===== src/rtl/att_pkg.sv =====
// Shared types and defaults for the ATT serial pattern generator.
// No logic; state encoding, default widths and index-width helper only.
package att_pkg;

  typedef enum logic {
    IDLE = 1'b0,
    RUN  = 1'b1
  } att_state_t;

  localparam int PRESCALE_W_DEF = 24;
  localparam int PAT_W_DEF      = 16;

  // Bit-index width for a pattern of pat_w bits; never narrower than one bit.
  function automatic int idx_w(input int pat_w);
    return (pat_w < 2) ? 1 : $clog2(pat_w);
  endfunction

endpackage


===== src/rtl/att_prescaler.sv =====
// Bit-period counter: ticks when the count reaches div, then restarts at zero.
// Tick is combinational from the count register; no backpressure, clr holds it at zero.
module att_prescaler #(
  parameter int W = 24
) (
  input  logic         clk,
  input  logic         rst,
  input  logic         clr,
  input  logic [W-1:0] div,
  output logic         tick
);

  logic [W-1:0] cnt_q;
  logic         at_top;

  // >= rather than == so a count can never run past the period boundary.
  assign at_top = (cnt_q >= div);
  assign tick   = !clr && at_top;

  always_ff @(posedge clk) begin
    if (rst || clr) begin
      cnt_q <= '0;
    end else if (at_top) begin
      cnt_q <= '0;
    end else begin
      cnt_q <= cnt_q + W'(1);
    end
  end

endmodule


===== src/rtl/att_pattern_gen.sv =====
// Serialises a latched pattern onto ATT, LSB first, each bit held div+1 cycles; optional looping.
// ATT follows the accepting edge by one cycle; pat_ready_o drops for the whole pass and its done cycle.
module att_pattern_gen
  import att_pkg::*;
#(
  parameter int PRESCALE_W = PRESCALE_W_DEF,
  parameter int PAT_W      = PAT_W_DEF
) (
  input  logic                  CLK_MCO,
  input  logic                  RST,
  input  logic [PRESCALE_W-1:0] div_i,
  input  logic [PAT_W-1:0]      pat_i,
  input  logic                  pat_valid_i,
  output logic                  pat_ready_o,
  input  logic                  loop_i,
  output logic                  ATT,
  output logic                  busy_o,
  output logic                  done_o
);

  localparam int               IDX_W    = idx_w(PAT_W);
  localparam logic [IDX_W-1:0] LAST_IDX = IDX_W'(PAT_W - 1);

  att_state_t            state_q;
  att_state_t            state_d;
  logic [PAT_W-1:0]      pat_q;
  logic [PRESCALE_W-1:0] div_q;
  logic [IDX_W-1:0]      idx_q;
  logic [IDX_W-1:0]      idx_d;
  logic                  att_d;
  logic                  busy_d;
  logic                  done_d;
  logic                  ready_d;
  logic                  xfer;
  logic                  tick;
  logic                  last_bit;

  assign xfer     = pat_valid_i && pat_ready_o;
  assign last_bit = (idx_q == LAST_IDX);

  // Counter is held clear outside RUN, so every pass starts on a fresh period.
  att_prescaler #(
    .W (PRESCALE_W)
  ) u_prescaler (
    .clk  (CLK_MCO),
    .rst  (RST),
    .clr  (state_q != RUN),
    .div  (div_q),
    .tick (tick)
  );

  always_ff @(posedge CLK_MCO) begin
    if (RST) begin
      state_q <= IDLE;
    end else begin
      state_q <= state_d;
    end
  end

  always_comb begin
    state_d = state_q;
    case (state_q)
      IDLE: if (xfer) state_d = RUN;
      RUN:  if (tick && last_bit && !loop_i) state_d = IDLE;
    endcase
  end

  always_comb begin
    idx_d  = idx_q;
    att_d  = ATT;
    done_d = 1'b0;
    case (state_q)
      IDLE: begin
        idx_d = '0;
        att_d = xfer ? pat_i[0] : 1'b0;
      end
      RUN: begin
        if (tick) begin
          if (last_bit) begin
            idx_d  = '0;
            att_d  = loop_i ? pat_q[0] : 1'b0;
            done_d = !loop_i;
          end else begin
            idx_d = idx_q + IDX_W'(1);
            att_d = pat_q[idx_q + IDX_W'(1)];
          end
        end
      end
    endcase
    busy_d  = (state_d == RUN);
    // Ready stays low through the done cycle so a new offer lands one cycle later.
    ready_d = (state_d == IDLE) && !done_d;
  end

  always_ff @(posedge CLK_MCO) begin
    if (RST) begin
      pat_q       <= '0;
      div_q       <= '0;
      idx_q       <= '0;
      ATT         <= 1'b0;
      busy_o      <= 1'b0;
      done_o      <= 1'b0;
      pat_ready_o <= 1'b1;
    end else begin
      if (xfer) begin
        pat_q <= pat_i;
        div_q <= div_i;
      end
      idx_q       <= idx_d;
      ATT         <= att_d;
      busy_o      <= busy_d;
      done_o      <= done_d;
      pat_ready_o <= ready_d;
    end
  end

endmodule


===== config.mk =====
export PLATFORM = sky130hd
export DESIGN_NAME = att_pattern_gen
export DESIGN_NICKNAME = d
export VERILOG_FILES = /design/src/rtl/att_pkg.sv /design/src/rtl/att_prescaler.sv /design/src/rtl/att_pattern_gen.sv
export SDC_FILE = /design/constraint.sdc
export NUM_CORES = 1
export LEC_CHECK = 0
export BUFFER_PORTS_ARGS = -buffer_cell sky130_fd_sc_hd__buf_2
export CAP_MARGIN = 20
export CORE_MARGIN = 4
export CORE_UTILIZATION = 55
export CTS_CLUSTER_SIZE = 16
export DETAILED_ROUTE_END_ITERATION = 7
export PLACE_DENSITY_LB_ADDON = 0.25
export SLEW_MARGIN = 20
export SYNTH_ARGS = -nofsm -noshare
export SYNTH_HDL_FRONTEND = slang
export SYNTH_HIERARCHICAL = 1
export SYNTH_SLANG_ARGS = --single-unit

===== constraint.sdc =====
create_clock -name CLK_MCO -period 3.1 [get_ports CLK_MCO]
set_input_delay 0.31 -clock CLK_MCO [delete_from_list [all_inputs] [get_ports CLK_MCO]]
set_output_delay 0.31 -clock CLK_MCO [all_outputs]
set_load 0.02 [all_outputs]

## Yosys cells after proc, flatten, opt, wreduce, memory -nomap -nowiden

Index checks and enable logic that the tools add are counted.

- Output and inout port bits: 4
- Logic and storage cells: 41
- Bits in registers: 72

- Bitwise operators: 2
- Reductions and logical operators: 9
- $add $sub $neg: 2
- Magnitude comparators: 2
- Equal/unequal tests: 2
- Muxes and demuxes: 16

Operator list:

| kind | number |
|---|---|
| adder 24 x 1 -> 24 bit, second input constant | 1 |
| greater-or-equal comparator 24 bit | 1 |
| two-way mux 1 bit | 10 |
| two-way mux 4 bit | 2 |
| case mux 4 bit (2 select lines) | 1 |
| logical AND 1 bit | 5 |
| < comparator 4 x 5 -> 1 bit, second input constant | 1 |
| adder 4 x 1 -> 4 bit, second input constant | 1 |
| binary-select mux 1 bit (select 4 bit) | 1 |
| equality test 4 bit, second input constant | 1 |
| case mux 1 bit (2 select lines) | 2 |
| zero test 1 bit | 2 |
| inequality test 2 x 1 -> 1 bit, second input constant | 1 |
| NOT 1 bit | 2 |
| OR reduction 2 bit | 1 |
| logical OR 1 bit | 1 |

## Longest topological paths before layout

- Depth after elaboration: 8
- Mapped depth: 11

## By module

Netlist, hierarchy kept.

Modules (own cells, without submodules):

| module | seq. area each (um^2) | area each (um^2) | times used | cells each |
|---|---|---|---|---|
| att_pattern_gen | 960.9 | 1948.1 | 1 | 248 |
| att_prescaler | 480.5 | 1798.0 | 1 | 197 |

## Worst setup path after synthesis

No wires, ideal clock.

- Path kind: reg2reg
- Start: register div_q[23]
- End: register ATT
- Clock period less this slack: 2.557 ns
- Stages on the path, launching flop included: 11
- Path slack: 0.543 ns
- Arrival: 2.423 ns
- Data required time: 2.966 ns
- Cell sequence: dfxtp_1 > inv_1 > ha_1 > nand4_1 > nor4_1 > a22o_1 > a311o_4 > nor2b_1 > o22ai_1 > a2111oi_0 > a211oi_1

- Cells in the longest elaborated chain, start to end: 3

RTL lines:

| what | line | text |
|---|---|---|
| from (decl) | att_pattern_gen.sv:27 | `logic [PRESCALE_W-1:0] div_q;` |
| from (signal assigned) | att_pattern_gen.sv:107 | `div_q <= div_i;` |
| greater-or-equal comparator 24 bit | att_prescaler.sv:17 | `assign at_top = (cnt_q >= div);` |
| logical AND 1 bit | att_prescaler.sv:18 | `assign tick = !clr && at_top;` |
| named net tick | att_pattern_gen.sv:35 | `logic tick;` |
| inequality test 2 x 1 -> 1 bit (no source line) | - |  |
| to (signal assigned) | att_pattern_gen.sv:110 | `ATT <= att_d;` |
| to (decl) | att_pattern_gen.sv:16 | `output logic ATT,` |

The timed path passes the listed nets, and every way through them passes these cells.
A chain may end at the register's enable or synchronous reset.

## Final worst setup path

Ends and elaborated chain as after synthesis.

==> results by stage <==
Outcome:
- The flow ran to the end, and the final reports show no timing, DRC or antenna violations.

Routing:
- Summing over every cut layer, the via total after detailed routing is 3,101.
- For this block, the initial DRC count from the detailed router was 148.
- The average wire length per cell after detail routing is approximately 14 microns.
- After detailed routing, the number of remaining DRC violations is 0.
- The length of the first detailed-routing pass in iterations is 4.
- In this run the remaining antenna-violating nets after routing total 0.
- Summed over all layers, the routed wires come to between 7000 and 8000 microns.
- In the routed layout, each cell is associated on average with a via count of 5.47.

Global routing:
- The pin count of the biggest net entering global routing is 45.
- In the global route stage, overall resource usage came out at 20.6%.
- The number of global-route vias before repair is 3,112.
- The leftover overflow at the end of global routing is 0.
- The number of antenna violations at the first check in global routing was 0.
- The first-pass GRT wire length is 13,900 microns.

Timing:
- The final critical-path setup slack is roughly 0.43 ns.
- The post-route worst hold slack is 0.154 ns.
- The worst clock skew is 0.00687 ns.
- The hold violation total from the final report was 0.
- The total negative setup slack is 0 ns.
- At the pin with the least slew margin, the transition time is 0.670 ns.
- The number of max-slew violations in the final report came to 0.
- Static timing analysis puts the maximum clock frequency at ~380 MHz.
- Setup repair after global routing left no endpoint under its margin.
- Headroom to the max-slew limit came out at 55.3%.
- The post-layout minimum cycle time is 2.67 ns.
- The worst path uses 86.0% of the clock period.
- Setup violations remaining at the end of the flow were counted as 0.

Setup path:
- The endpoint identified for the worst register-to-register timing path is ATT.
- The count of cells along the worst register-to-register path is 11.
- The reg-to-reg critical path startpoint is div_q[23].
- The beginning of the critical path is div_q[23].
- The signal on the critical path passes through inv_1 > ha_1 > nand4_1 > nor4_1 > a22o_1 > a311o_4 > nor2b_1 > buf_4 > o22ai_1 > a2111oi_0 > a211oi_1.
- The data required time of the worst path is around 3.3 ns.
- The number of buffer and inverter stages on the critical path is 2.
- For this design, the slowest cell found on the critical path is nor4_1.
- The most critical setup path has its endpoint at ATT.
- The worst setup path is of the reg -> reg kind.
- The worst setup slack for register-to-register paths is between 0.4 and 0.5 ns.
- The kind of end point of the critical path is a register.
- Of all nets on the critical path, the largest fanout is 8.
- At the worst endpoint, the arrival time is 2.89 ns.
- The cell family contributing the most delay on the critical path is compound AO/OA/AOI/OAI gates.
- The peak per-stage delay on the critical path is 0.46 ns.
- The startpoint class of the critical path is a register.
- The number of gates on the worst path with buffers counted is 11.

Clock network:
- The later-pin clock latency in the skew report is 0.35 ns.
- Buffers inserted during clock tree synthesis total 9.
- Once the clock tree was built, the resizer swapped 0 gates to a different size.
- The CTS clock-pin slew for the worst setup and hold paths is 0.08 ns.
- The largest buffer count on any clock path is 2.
- The buffer cell driving the clock tree root is clkbuf_8.
- The sink count of the clock tree is 72.
- The depth of the CTS H-tree is 3.
- The count of hold-fix buffers inserted at cts is 0.
- After clock tree synthesis, the setup repair step added 0 buffers.
- TritonCTS built the clock tree.

Synth:
- Sorting the synthesized cells by area gives the leading types as dfxtp_1 38%, nand2_1 11%, ha_1 8.7%.
- The most used flip-flop cell after synthesis is dfxtp_1.
- A synthesized cell averages ~8.4 sq um.
- The top-area cell type share of the netlist area is 38.5%.
- The cell area after technology mapping is 3750 sq um.
- The most common cell in the synthesized netlist is nand2_1.
- By count the netlist is led by 105 x nand2_1, 72 x dfxtp_1, 55 x a21oi_1, 26 x ha_1, 26 x inv_1.
- The share of async-settable or async-resettable flops after synthesis is 0%.
- Synthesis instantiated between 40 and 50 different standard cells from the library.
- The post-synthesis sequential area ratio is 38.5%.
- The number of warnings reported in the yosys synthesis log is 6.
- The number of synthesized flops with an enable pin is 0.
- The cell type contributing the most total cell area after synthesis is dfxtp_1.
- After technology mapping, the gate count stands at 445.
- The synthesized netlist net count is 515.
- The number of flip-flops and latches in the synthesized netlist is 72.

Final layout:
- The proportion of layout cells with a drive suffix above 1 is 20.8%.
- From synthesis to final layout, the design area changed by 12.9%.
- The repair_antennas step left the layout with diodes totalling 0.
- After the last flow step, the layout net total stands at 555.

Place:
- Detailed placement finished with a half-perimeter wire length of 5670 microns.
- Prior to clock tree synthesis, the placed netlist has a worst setup slack of between 0.4 and 0.5 ns.
- Routability-driven placement finished with a final weighted congestion of 0.808.
- Port buffering added 47 buffers.

Floorplan:
- The placeable core region is 6490 sq um.
- The initial core utilization is 57.7%.
- From bottom edge to top edge, the die measures 90.5 microns.
- In this run the count of I/O pins placed on the die edge is 48.
- The die width is roughly 90 microns.
- The area of the die is 8200 sq um.
- The cell row count is 29.

Power:
- The total design power is 2.00 mW.
- The worst IR drop on VDD is 351 uV.
- Power spread over the standard cell area amounts to 473 nW/um^2.
- The static leakage is 1.68 nW.

Job:
- Across the run, the number of max-cap violations was 0.

Hold path:
- The type of the tightest min-delay check is in -> reg.
[layer usage]
layer / wire length [microns] / track usage (%) / vias to the layer above
met5: 0 / 0 / -
met4: 108 / 6.12 / 0
met3: 405 / 5.75 / 10
met2: 3810 / 34.5 / 67
met1: 3660 / 25.6 / 1432
li1: - / - / 1592
[worst min-delay path by stage]
stage / startpoint / end / slack [ns] / depth (start not counted)
5_1_grt: loop_i / done_o / 0.15 / 2
6_report: loop_i / done_o / 0.15 / 2
3_3_place_gp: pat_q[10] / pat_q[10] / 0.44 / 2
4_1_cts: loop_i / done_o / 0.14 / 2
2_1_floorplan: loop_i / done_o / 0.39 / 1
3_5_place_dp: pat_q[4] / pat_q[4] / 0.45 / 2
[cell usage in the layout (no fill, tap or decap), types with 2 or more instances in the layout]
| master | netlist | layout |
|---|---|---|
| nor3_2 | 20 | 20 |
| nand3_1 | 13 | 13 |
| clkbuf_8 | 0 | 9 |
| buf_4 | 0 | 6 |
| and2_1 | 2 | 2 |
| buf_2 | 2 | 47 |
| and3_1 | 3 | 3 |
| clkinvlp_4 | 0 | 3 |
| nor2_1 | 15 | 15 |
| nor4_1 | 3 | 3 |
| nand2_1 | 105 | 105 |
| xnor2_1 | 7 | 7 |
| xor2_1 | 16 | 16 |
| nand2b_1 | 3 | 3 |
| nand4_1 | 8 | 8 |
| and4_1 | 2 | 2 |
| mux2_2 | 5 | 5 |
| inv_1 | 26 | 26 |
| o21a_1 | 3 | 3 |
| o22ai_1 | 3 | 3 |
| o21ai_0 | 3 | 3 |
| bufinv_16 | 0 | 2 |
| dfxtp_1 | 72 | 72 |
| a21oi_1 | 55 | 55 |
| nor3_1 | 8 | 8 |
| ha_1 | 26 | 26 |
[final cells by class]
| type | instances | area (sq um) |
|---|---|---|
| sequential | 72 | 1440 |
| inverter | 26 | 97.6 |
| clock inverter | 7 | 96.3 |
| clock buffer | 9 | 124 |
| timing repair buffer | 53 | 280 |
| fill | 577 | 2270 |
| multi-input combinational | 323 | 2090 |
| tap | 77 | 96.3 |
[stage by stage]
stage	cells	area [sq um]	utilization (%)
6_report	567	4230	65.1
5_1_grt	567	4230	65.1
4_1_cts	567	4230	65.1
3_5_place_dp	551	4010	61.7
3_3_place_gp	551	4010	61.7
2_1_floorplan	445	3750	-
[flip-flops by register name (all words and copies together), names as in the netlist]
signal	flops
pat_q	16
u_prescaler/cnt_q	24
pat_ready_o	1
div_q	24
idx_q	4
done_o	1
busy_o	1
ATT	1
[where the power goes]
group / leakage, nW / internal (mW) / switching, mW / total [mW]
Clock: 0.101 / 0.452 / 0.366 / 0.818
Combinational: 0.996 / 0.0803 / 0.122 / 0.202
Sequential: 0.587 / 0.959 / 0.0200 / 0.979
Total: 1.68 / 1.49 / 0.508 / 2.00
[kinds of logic after synthesis]
family / synth area share [%]
simple gates: 26.9
compound gates: 11.9
flops: 38.5
buf+inv: 5.68
fa+ha+maj: 8.68
xor+xnor: 5.38
mux: 3.07
Note: power is estimated with default switching activity, not from simulation.
